<file path="config.mk">
export PLATFORM = sky130hd
export DESIGN_NAME = vga_timing_gen_flat
export DESIGN_NICKNAME = d
export VERILOG_FILES = /design/src/rtl/vga_timing_gen_if.sv /design/src/rtl/vga_timing_gen.sv /design/src/flat_wrapper.sv
export SDC_FILE = /design/constraint.sdc
export NUM_CORES = 1
export LEC_CHECK = 0
export ABC_AREA = 1
export CORE_MARGIN = 4
export CORE_UTILIZATION = 48
export DETAILED_ROUTE_END_ITERATION = 10
export PLACE_DENSITY_LB_ADDON = 0.25
export SYNTH_ARGS = -nofsm -noshare
export SYNTH_HDL_FRONTEND = slang
export SYNTH_SLANG_ARGS = --single-unit
</file>
<file path="constraint.sdc">
create_clock -name i_clk -period 1.5 [get_ports i_clk]
set_input_delay 0.45 -clock i_clk [delete_from_list [all_inputs] [get_ports i_clk]]
set_output_delay 0.45 -clock i_clk [all_outputs]
set_load 0.01 [all_outputs]
</file>
<file path="src/rtl/vga_timing_gen_if.sv">
// Raster timing bundle driven by vga_timing_gen and consumed by the renderers.
// frame_cnt is present only when VGA_TIMING_FRAME_CNT_EN is defined.
interface vga_timing_gen_if #(
    parameter int ADDR_W = 10
);
    logic [ADDR_W-1:0] haddr;
    logic [ADDR_W-1:0] vaddr;
    logic              hsync;
    logic              vsync;
    logic              display_on;
    logic              pix_tick;
    logic              line_start;
    logic              frame_start;
`ifdef VGA_TIMING_FRAME_CNT_EN
    logic [15:0]       frame_cnt;
`endif

    modport master (
        output haddr, vaddr, hsync, vsync, display_on,
        output pix_tick, line_start, frame_start
`ifdef VGA_TIMING_FRAME_CNT_EN
        , output frame_cnt
`endif
    );

    modport slave (
        input haddr, vaddr, hsync, vsync, display_on,
        input pix_tick, line_start, frame_start
`ifdef VGA_TIMING_FRAME_CNT_EN
        , input frame_cnt
`endif
    );
endinterface

</file>
<file path="src/rtl/vga_timing_gen.sv">
// Parametrised VGA raster timing generator with clock divider and run/pause.
// Optional 16-bit frame counter enabled by defining VGA_TIMING_FRAME_CNT_EN.
module vga_timing_gen #(
    parameter int H_ACTIVE   = 640,
    parameter int H_FRONT    = 16,
    parameter int H_SYNC     = 96,
    parameter int H_BACK     = 48,
    parameter int V_ACTIVE   = 480,
    parameter int V_FRONT    = 10,
    parameter int V_SYNC     = 2,
    parameter int V_BACK     = 33,
    parameter int H_SYNC_POL = 0,
    parameter int V_SYNC_POL = 0,
    parameter int CLK_DIV    = 1,
    parameter int ADDR_W     = 10
) (
    input  logic                   i_clk,
    input  logic                   i_sys_rst,
    input  logic                   i_en,
    vga_timing_gen_if.master       o_vga
);

    localparam int H_TOTAL = H_ACTIVE + H_FRONT + H_SYNC + H_BACK;
    localparam int V_TOTAL = V_ACTIVE + V_FRONT + V_SYNC + V_BACK;
    localparam int DIV_W   = (CLK_DIV > 1) ? $clog2(CLK_DIV) : 1;

    localparam logic [ADDR_W-1:0] H_LAST   = ADDR_W'(H_TOTAL - 1);
    localparam logic [ADDR_W-1:0] V_LAST   = ADDR_W'(V_TOTAL - 1);
    localparam logic [ADDR_W-1:0] H_VIS    = ADDR_W'(H_ACTIVE);
    localparam logic [ADDR_W-1:0] V_VIS    = ADDR_W'(V_ACTIVE);
    localparam logic [ADDR_W-1:0] HS_START = ADDR_W'(H_ACTIVE + H_FRONT);
    localparam logic [ADDR_W-1:0] HS_END   = ADDR_W'(H_ACTIVE + H_FRONT + H_SYNC);
    localparam logic [ADDR_W-1:0] VS_START = ADDR_W'(V_ACTIVE + V_FRONT);
    localparam logic [ADDR_W-1:0] VS_END   = ADDR_W'(V_ACTIVE + V_FRONT + V_SYNC);
    localparam logic [DIV_W-1:0]  DIV_LAST = DIV_W'(CLK_DIV - 1);
    localparam logic              H_POL    = 1'(H_SYNC_POL);
    localparam logic              V_POL    = 1'(V_SYNC_POL);

    logic [DIV_W-1:0]  r_div_cnt;
    logic [ADDR_W-1:0] r_haddr;
    logic [ADDR_W-1:0] r_vaddr;
    logic              r_hsync;
    logic              r_vsync;
    logic              r_display_on;
    logic              r_line_start;
    logic              r_frame_start;

    logic              w_tick;
    logic              w_h_wrap;
    logic              w_v_wrap;
    logic [DIV_W-1:0]  w_div_nxt;
    logic [ADDR_W-1:0] w_haddr_nxt;
    logic [ADDR_W-1:0] w_vaddr_nxt;
    logic              w_hsync_nxt;
    logic              w_vsync_nxt;
    logic              w_display_nxt;

    // Next-state counters; sync/blank decode uses the next values so they align with the addresses.
    always_comb begin
        w_tick        = i_en && (r_div_cnt == DIV_LAST);
        w_h_wrap      = (r_haddr == H_LAST);
        w_v_wrap      = (r_vaddr == V_LAST);
        w_div_nxt     = r_div_cnt;
        w_haddr_nxt   = r_haddr;
        w_vaddr_nxt   = r_vaddr;
        if (!i_en) begin
            w_div_nxt = r_div_cnt;
        end else if (w_tick) begin
            w_div_nxt = '0;
        end else begin
            w_div_nxt = r_div_cnt + DIV_W'(1);
        end
        if (w_tick) begin
            w_haddr_nxt = w_h_wrap ? '0 : (r_haddr + ADDR_W'(1));
        end else begin
            w_haddr_nxt = r_haddr;
        end
        if (w_tick && w_h_wrap) begin
            w_vaddr_nxt = w_v_wrap ? '0 : (r_vaddr + ADDR_W'(1));
        end else begin
            w_vaddr_nxt = r_vaddr;
        end
        w_hsync_nxt   = ((w_haddr_nxt >= HS_START) && (w_haddr_nxt < HS_END)) ? H_POL : ~H_POL;
        w_vsync_nxt   = ((w_vaddr_nxt >= VS_START) && (w_vaddr_nxt < VS_END)) ? V_POL : ~V_POL;
        w_display_nxt = (w_haddr_nxt < H_VIS) && (w_vaddr_nxt < V_VIS);
    end

    // Timing state and registered outputs; strobes can only fire on a tick, so they drop while paused.
    always_ff @(posedge i_clk or negedge i_sys_rst) begin
        if (!i_sys_rst) begin
            r_div_cnt     <= '0;
            r_haddr       <= '0;
            r_vaddr       <= '0;
            r_hsync       <= ~H_POL;
            r_vsync       <= ~V_POL;
            r_display_on  <= 1'b1;
            r_line_start  <= 1'b0;
            r_frame_start <= 1'b0;
        end else begin
            r_div_cnt     <= w_div_nxt;
            r_haddr       <= w_haddr_nxt;
            r_vaddr       <= w_vaddr_nxt;
            r_hsync       <= w_hsync_nxt;
            r_vsync       <= w_vsync_nxt;
            r_display_on  <= w_display_nxt;
            r_line_start  <= w_tick && w_h_wrap;
            r_frame_start <= w_tick && w_h_wrap && w_v_wrap;
        end
    end

`ifdef VGA_TIMING_FRAME_CNT_EN
    logic [15:0] r_frame_cnt;

    // Frame counter advances on the same edge that raises frame_start.
    always_ff @(posedge i_clk or negedge i_sys_rst) begin
        if (!i_sys_rst) begin
            r_frame_cnt <= 16'd0;
        end else if (w_tick && w_h_wrap && w_v_wrap) begin
            r_frame_cnt <= r_frame_cnt + 16'd1;
        end else begin
            r_frame_cnt <= r_frame_cnt;
        end
    end

    assign o_vga.frame_cnt = r_frame_cnt;
`endif

    assign o_vga.haddr       = r_haddr;
    assign o_vga.vaddr       = r_vaddr;
    assign o_vga.hsync       = r_hsync;
    assign o_vga.vsync       = r_vsync;
    assign o_vga.display_on  = r_display_on;
    assign o_vga.pix_tick    = w_tick;
    assign o_vga.line_start  = r_line_start;
    assign o_vga.frame_start = r_frame_start;

endmodule

</file>
<file path="src/flat_wrapper.sv">
// flat-port wrapper written by rule: the top's interface ports become plain ports
module vga_timing_gen_flat 
#(
    parameter int H_ACTIVE   = 640,
    parameter int H_FRONT    = 16,
    parameter int H_SYNC     = 96,
    parameter int H_BACK     = 48,
    parameter int V_ACTIVE   = 480,
    parameter int V_FRONT    = 10,
    parameter int V_SYNC     = 2,
    parameter int V_BACK     = 33,
    parameter int H_SYNC_POL = 0,
    parameter int V_SYNC_POL = 0,
    parameter int CLK_DIV    = 1,
    parameter int ADDR_W     = 10
)
  (i_clk, i_sys_rst, i_en, o_vga_haddr, o_vga_vaddr, o_vga_hsync, o_vga_vsync, o_vga_display_on, o_vga_pix_tick, o_vga_line_start, o_vga_frame_start);
  vga_timing_gen_if #(.ADDR_W(ADDR_W)) o_vga_i ();
  input  logic i_clk;
  input  logic i_sys_rst;
  input  logic i_en;
  output wire logic [$bits(o_vga_i.haddr)-1:0] o_vga_haddr;
  output wire logic [$bits(o_vga_i.vaddr)-1:0] o_vga_vaddr;
  output wire logic [$bits(o_vga_i.hsync)-1:0] o_vga_hsync;
  output wire logic [$bits(o_vga_i.vsync)-1:0] o_vga_vsync;
  output wire logic [$bits(o_vga_i.display_on)-1:0] o_vga_display_on;
  output wire logic [$bits(o_vga_i.pix_tick)-1:0] o_vga_pix_tick;
  output wire logic [$bits(o_vga_i.line_start)-1:0] o_vga_line_start;
  output wire logic [$bits(o_vga_i.frame_start)-1:0] o_vga_frame_start;
  assign o_vga_haddr = o_vga_i.haddr;
  assign o_vga_vaddr = o_vga_i.vaddr;
  assign o_vga_hsync = o_vga_i.hsync;
  assign o_vga_vsync = o_vga_i.vsync;
  assign o_vga_display_on = o_vga_i.display_on;
  assign o_vga_pix_tick = o_vga_i.pix_tick;
  assign o_vga_line_start = o_vga_i.line_start;
  assign o_vga_frame_start = o_vga_i.frame_start;
  vga_timing_gen #(.H_ACTIVE(H_ACTIVE), .H_FRONT(H_FRONT), .H_SYNC(H_SYNC), .H_BACK(H_BACK), .V_ACTIVE(V_ACTIVE), .V_FRONT(V_FRONT), .V_SYNC(V_SYNC), .V_BACK(V_BACK), .H_SYNC_POL(H_SYNC_POL), .V_SYNC_POL(V_SYNC_POL), .CLK_DIV(CLK_DIV), .ADDR_W(ADDR_W)) u_core (.i_clk(i_clk), .i_sys_rst(i_sys_rst), .i_en(i_en), .o_vga(o_vga_i));
endmodule
</file>
---- Word level (Yosys, flattened, before mapping) ----
Index checks and enable logic that the tools add are counted.
cells by class
  bitwise logic cells ..................... 1
  muxes and demuxes ....................... 7
  reductions and logical operators ........ 6
  eq/ne operators ......................... 2
  magnitude comparators ................... 6
  add/sub/neg operators ................... 3
operators by type and width
  kind                   number
  $mux 10                4
  $add 10x1->10 const B  2
  $eq 10x10->1 const B   2
  $lt 10x10->1 const B   2
  $lt 10x9->1 const B    2
  $ge 10x10->1 const B   1
  $ge 10x9->1 const B    1
  $logic_and 1x1->1      6
  $mux 1                 3
  $add 1x1->1 const B    1
  $not 1->1              1
storage, ports and cells
  output and inout port bits .............. 26
  register bits after elaboration ......... 26
  logic and storage cells ................. 33

---- Depth between registers and ports, before layout ----
  word-level depth ........................ 7
  gate-level depth with buffers ........... 12
  depth with buffers taken out ............ 12

---- Worst setup path before layout ----
OpenSTA, ideal clock, no wires.
  path type ............................... reg2reg
  start ................................... reg u_core.r_haddr[0], in the netlist u_core.o_vga.haddr[0]
  end ..................................... reg u_core.r_vsync, in the netlist u_core.o_vga.vsync
  library setup time ...................... 83 ps
  data required time ...................... 1,417 ps
  cell stages (with the launch flop) ...... 12
  arrival time ............................ 1,481 ps
  setup slack ............................. -64 ps
  cell sequence ........................... dfrtp_1 -> ha_1 -> nand2_2 -> nor2_8 -> nand4_4 -> buf_6 -> nand2_2 -> nand2_2 -> clkinv_2 -> nand2_1 -> nor2_1 -> nand3_1
between the ends
  word-level cells in the longest chain between the ends .. 6
  elaborated cells on any way between the ends .. 7
  those cells by class .................... order compare (2); eq/ne (1); mux (2); reduce/logical (2)
RTL lines
  item                                               line                   text
  start: declaration                                 vga_timing_gen.sv:40   logic [ADDR_W-1:0] r_haddr;
  start signal: assignment                           vga_timing_gen.sv:101  r_haddr <= w_haddr_nxt;
  $eq 10x10->1 *                                     vga_timing_gen.sv:61   w_h_wrap = (r_haddr == H_LAST);
  $logic_and 1x1->1 *                                vga_timing_gen.sv:78   if (w_tick && w_h_wrap) begin
  $mux 10 *                                          vga_timing_gen.sv:78
  via u_core.w_vaddr_nxt[3]                          vga_timing_gen.sv:53   logic [ADDR_W-1:0] w_vaddr_nxt;
  $ge 10x9->1 / $lt 10x9->1 (equally long branches)  vga_timing_gen.sv:84   w_vsync_nxt = ((w_vaddr_nxt >= VS_START) && (w_vaddr_nxt < VS_END)) ? V_POL : ~V_POL;
  $logic_and 1x1->1 *                                vga_timing_gen.sv:84
  $mux 1 *                                           vga_timing_gen.sv:84
  via u_core.w_vsync_nxt                             vga_timing_gen.sv:55   logic w_vsync_nxt;
  end signal: assignment                             vga_timing_gen.sv:95   r_vsync <= ~V_POL;
  end signal: assignment                             vga_timing_gen.sv:104  r_vsync <= w_vsync_nxt;
  end: declaration                                   vga_timing_gen.sv:43   logic r_vsync;
The timed path passes the listed nets; every way through them passes the cells marked *.
A chain may end at the register's enable or synchronous reset.

---- Final worst setup path ----
  start ................................... reg u_core.r_haddr[0], in the netlist u_core.o_vga.haddr[0]
  end ..................................... reg u_core.r_vsync, in the netlist u_core.o_vga.vsync
between the ends
  word-level cells in the longest chain between the ends .. 6
  elaborated cells on any way between the ends .. 7
  those cells by class .................... order compare (2); eq/ne (1); mux (2); reduce/logical (2)
RTL lines
  item                                               line
  $eq 10x10->1 *                                     vga_timing_gen.sv:61
  $logic_and 1x1->1 *                                vga_timing_gen.sv:78
  $mux 10 *                                          vga_timing_gen.sv:78
  $ge 10x9->1 / $lt 10x9->1 (equally long branches)  vga_timing_gen.sv:84
  $logic_and 1x1->1 *                                vga_timing_gen.sv:84
  $mux 1 *                                           vga_timing_gen.sv:84
  via u_core.w_vsync_nxt                             vga_timing_gen.sv:55
Marked as above.

==> metrics.txt <==
met2 Use GR 46.3%; post-synthesis sequential area ratio 38.1%; synthesized area 1720 um^2; Comb power frac 53.6%; first-pass GRT wire length 8750 um; worst hold path class in2async; RSZ-0062 raised after global routing true; Fin Hold WS 0.457 ns; worst-case clock buffer depth 2; share of layout cells above drive strength 1 46.6%; clock root buffer clkbuf_4; Port-buffer cells 28; post-route ant nets 0; Clock Pin Slew Worst Setup and Hold Paths 0.15 ns; WL/cell 15.5 um; Die X 67.8 um; clk_skew 0.0125 ns; Sequential Power Share 30.3%; core footprint 3390 um^2; Primary FF master, synth dfrtp_1; largest net degree at the start of global routing 27; drt drc 0; syn_nets 254; Slew Viols, Final 0; synth cell count leaders nand2_1 (84), inv_1 (41), nor2_1 (28); top post-synthesis cells by area dfrtp_1 (33%), nand2_1 (18%), inv_1 (9.0%); M1 GR Usage 28.9%; LEAKAGE 1.56 nW; crit start category flip-flop; Final nets 357; gr usage total 25.5%; Most Used Layer, Global Route met2; Die Y 67.8 um; count leader, synth nand2_1; Die Area 4600 um^2; Switching Fraction 38.7%; failing checks negative setup slack; area share of the largest cell type after synthesis 33.5%; EDFF count, synth 0; FF+latch count, synth 26; drt first pass iters 5; initial antenna violation count 0; vias in the first global route 1912; DRT Wirelength 6130 um; vias 2088; clk_lat worst skew 0.33 ns; Max VDD drop 0.000550 V; met3 Resource Use GR 3.78%; slew at the pin with the worst max-slew slack 0.231 ns; Distinct cells, synth 28; Detail Placement HPWL 3240 um; slack of the critical path -0.221 ns; Gate Count Post-Synth 248; Non-Filler Instances 396; Starting Density 50.7%; Post-Place Worst Slack -0.605 ns; Final min period 1.72 ns; Cells after DPL 356; WP data required 1.77 ns; power per cell area 1060 nW/um^2; CTS tree built; CTS Hold Bufs 0; total CTS buffers 3; gpl congestion 0.905; GRT overflow 0; internal power 0.00186 W; CP arrival 1.99 ns; synth warn 0; Worst Setup End Kind flip-flop; syn_area_per_cell 6.93 um^2; CTS Sinks 26; # Max-Cap Violations 0; cell row count 21; fin crit share 115%; top cell type by total area after synthesis dfrtp_1; asr flop ratio synth 100%; crit path max fanout 8; final core utilization 84.2%; relative slew slack 84.5%; starting DRC count in detailed routing 188; Area Growth Syn to Fin 66.0%; fin area 2850 um^2; final-report setup violation count 15; f_max 581 MHz; kind of critical path reg2reg; H-Tree Depth 1; Final Hold Violating Endpoints 0; Post-DP Area 2340 um^2; outcome complete, but fails checks; Clock power frac 16.1%; antenna cell count 0; P_sw 0.00117 W; num ports 29; vias per std cell 5.27
final cells by class:
type	instances	area [um^2]
repair buffers	99	851
fillers	200	536
flip-flops and latches	26	664
multi-input cells	173	1040
inverters	48	188
well taps	46	57.6
clock buffers	3	22.5
clock inverters	1	30.0
through the flow:
stage | TNS (ns) | power, W
6_report | -1.57 | 0.00303
5_1_grt | -2.88 | 0.00321
4_1_cts | -0.547 | 0.00280
3_5_place_dp | -8.91 | 0.00213
3_3_place_gp | -7.80 | 0.00210
2_1_floorplan | 0 | 0.00158
power by group through the flow:
stage / combinational [W] / clock [W] / sequential [W]
floorplan: 0.000528 / 0 / 0.00105
global placement: 0.00110 / 0 / 0.000997
detailed placement: 0.00113 / 0 / 0.00100
CTS: 0.00139 / 0.000491 / 0.000913
global route: 0.00175 / 0.000527 / 0.000935
finish: 0.00162 / 0.000487 / 0.000919
flip-flops by register name, indices dropped and copies added, names as in the netlist:
register and flops:
u_core.o_vga.vaddr 10, u_core.r_div_cnt 1, u_core.o_vga.line_start 1, u_core.o_vga.hsync 1
u_core.o_vga.frame_start 1, u_core.o_vga.haddr 10, u_core.o_vga.display_on 1, u_core.o_vga.vsync 1
metal layers:
metal / up-vias / part of all wire (%)
li1: 966 / -
met1: 981 / 38
met2: 111 / 52
met3: 30 / 6.1
met4: 0 / 4.2
met5: - / 0
worst paths after layout:
kind	from	to	slack, ns	cells after the start
hold reg to reg	u_core.o_vga.haddr[2]$_DFF_PN0_	u_core.o_vga.haddr[2]$_DFF_PN0_	0.61	2
min in group i_clk	i_en	u_core.r_div_cnt$_DFFE_PN0P_	0.60	3
setup reg to reg	u_core.o_vga.haddr[0]$_DFF_PN0_	u_core.o_vga.vsync$_DFF_PN1_	-0.22	11
max in group asynchronous	i_sys_rst	u_core.o_vga.display_on$_DFF_PN1_	0.82	2
setup / recovery	u_core.o_vga.haddr[0]$_DFF_PN0_	u_core.o_vga.vsync$_DFF_PN1_	-0.22	11
hold / removal	i_sys_rst	u_core.o_vga.vaddr[4]$_DFF_PN0_	0.46	2
layout by cell type (no fill, tap or decap), drive strengths merged:
cell type,instances
xnor2,1
dfrtp,23
a21boi,1
a21oi,2
nand3,20
nor3,2
nand4,11
clkdlybuf4s15,8
xor2,1
clkdlybuf4s50,1
inv,48
ha,3
dlygate4sd2,5
clkbuf,7
o21a,1
buf,81
o21ai,7
nand2,89
nor2,35
dfstp,3
bufinv,1
critical path: stages, from the launching register on:
cell and delay (ns):
dfrtp_2 0.41, buf_6 0.10, ha_4 0.14, nand2_4 0.06, nor2_8 0.18, nand4_4 0.22, nand2_2 0.15, inv_1 0.06
nor2_2 0.10, nand2_1 0.06, nor2_1 0.11, nand3_1 0.09
logic make-up after synthesis:
group,after synthesis,synth area share (%)
flip-flops,26,38.1
buffers and inverters,50,11.5
adder cells (fa/ha/maj),3,2.18
AND/OR/NAND/NOR,156,43.7
XOR/XNOR,2,1.02
AO/OA/AOI/OAI,11,3.49
what timing repair did:
action                                  4_1_cts  5_1_grt
pin swaps                                    31       20
cloned                                        1        0
gates resized for setup                      90       62
setup buffers                                26       12
endpoints found under the setup margin       38       38
No activity file was read; power rests on OpenSTA's default activity.
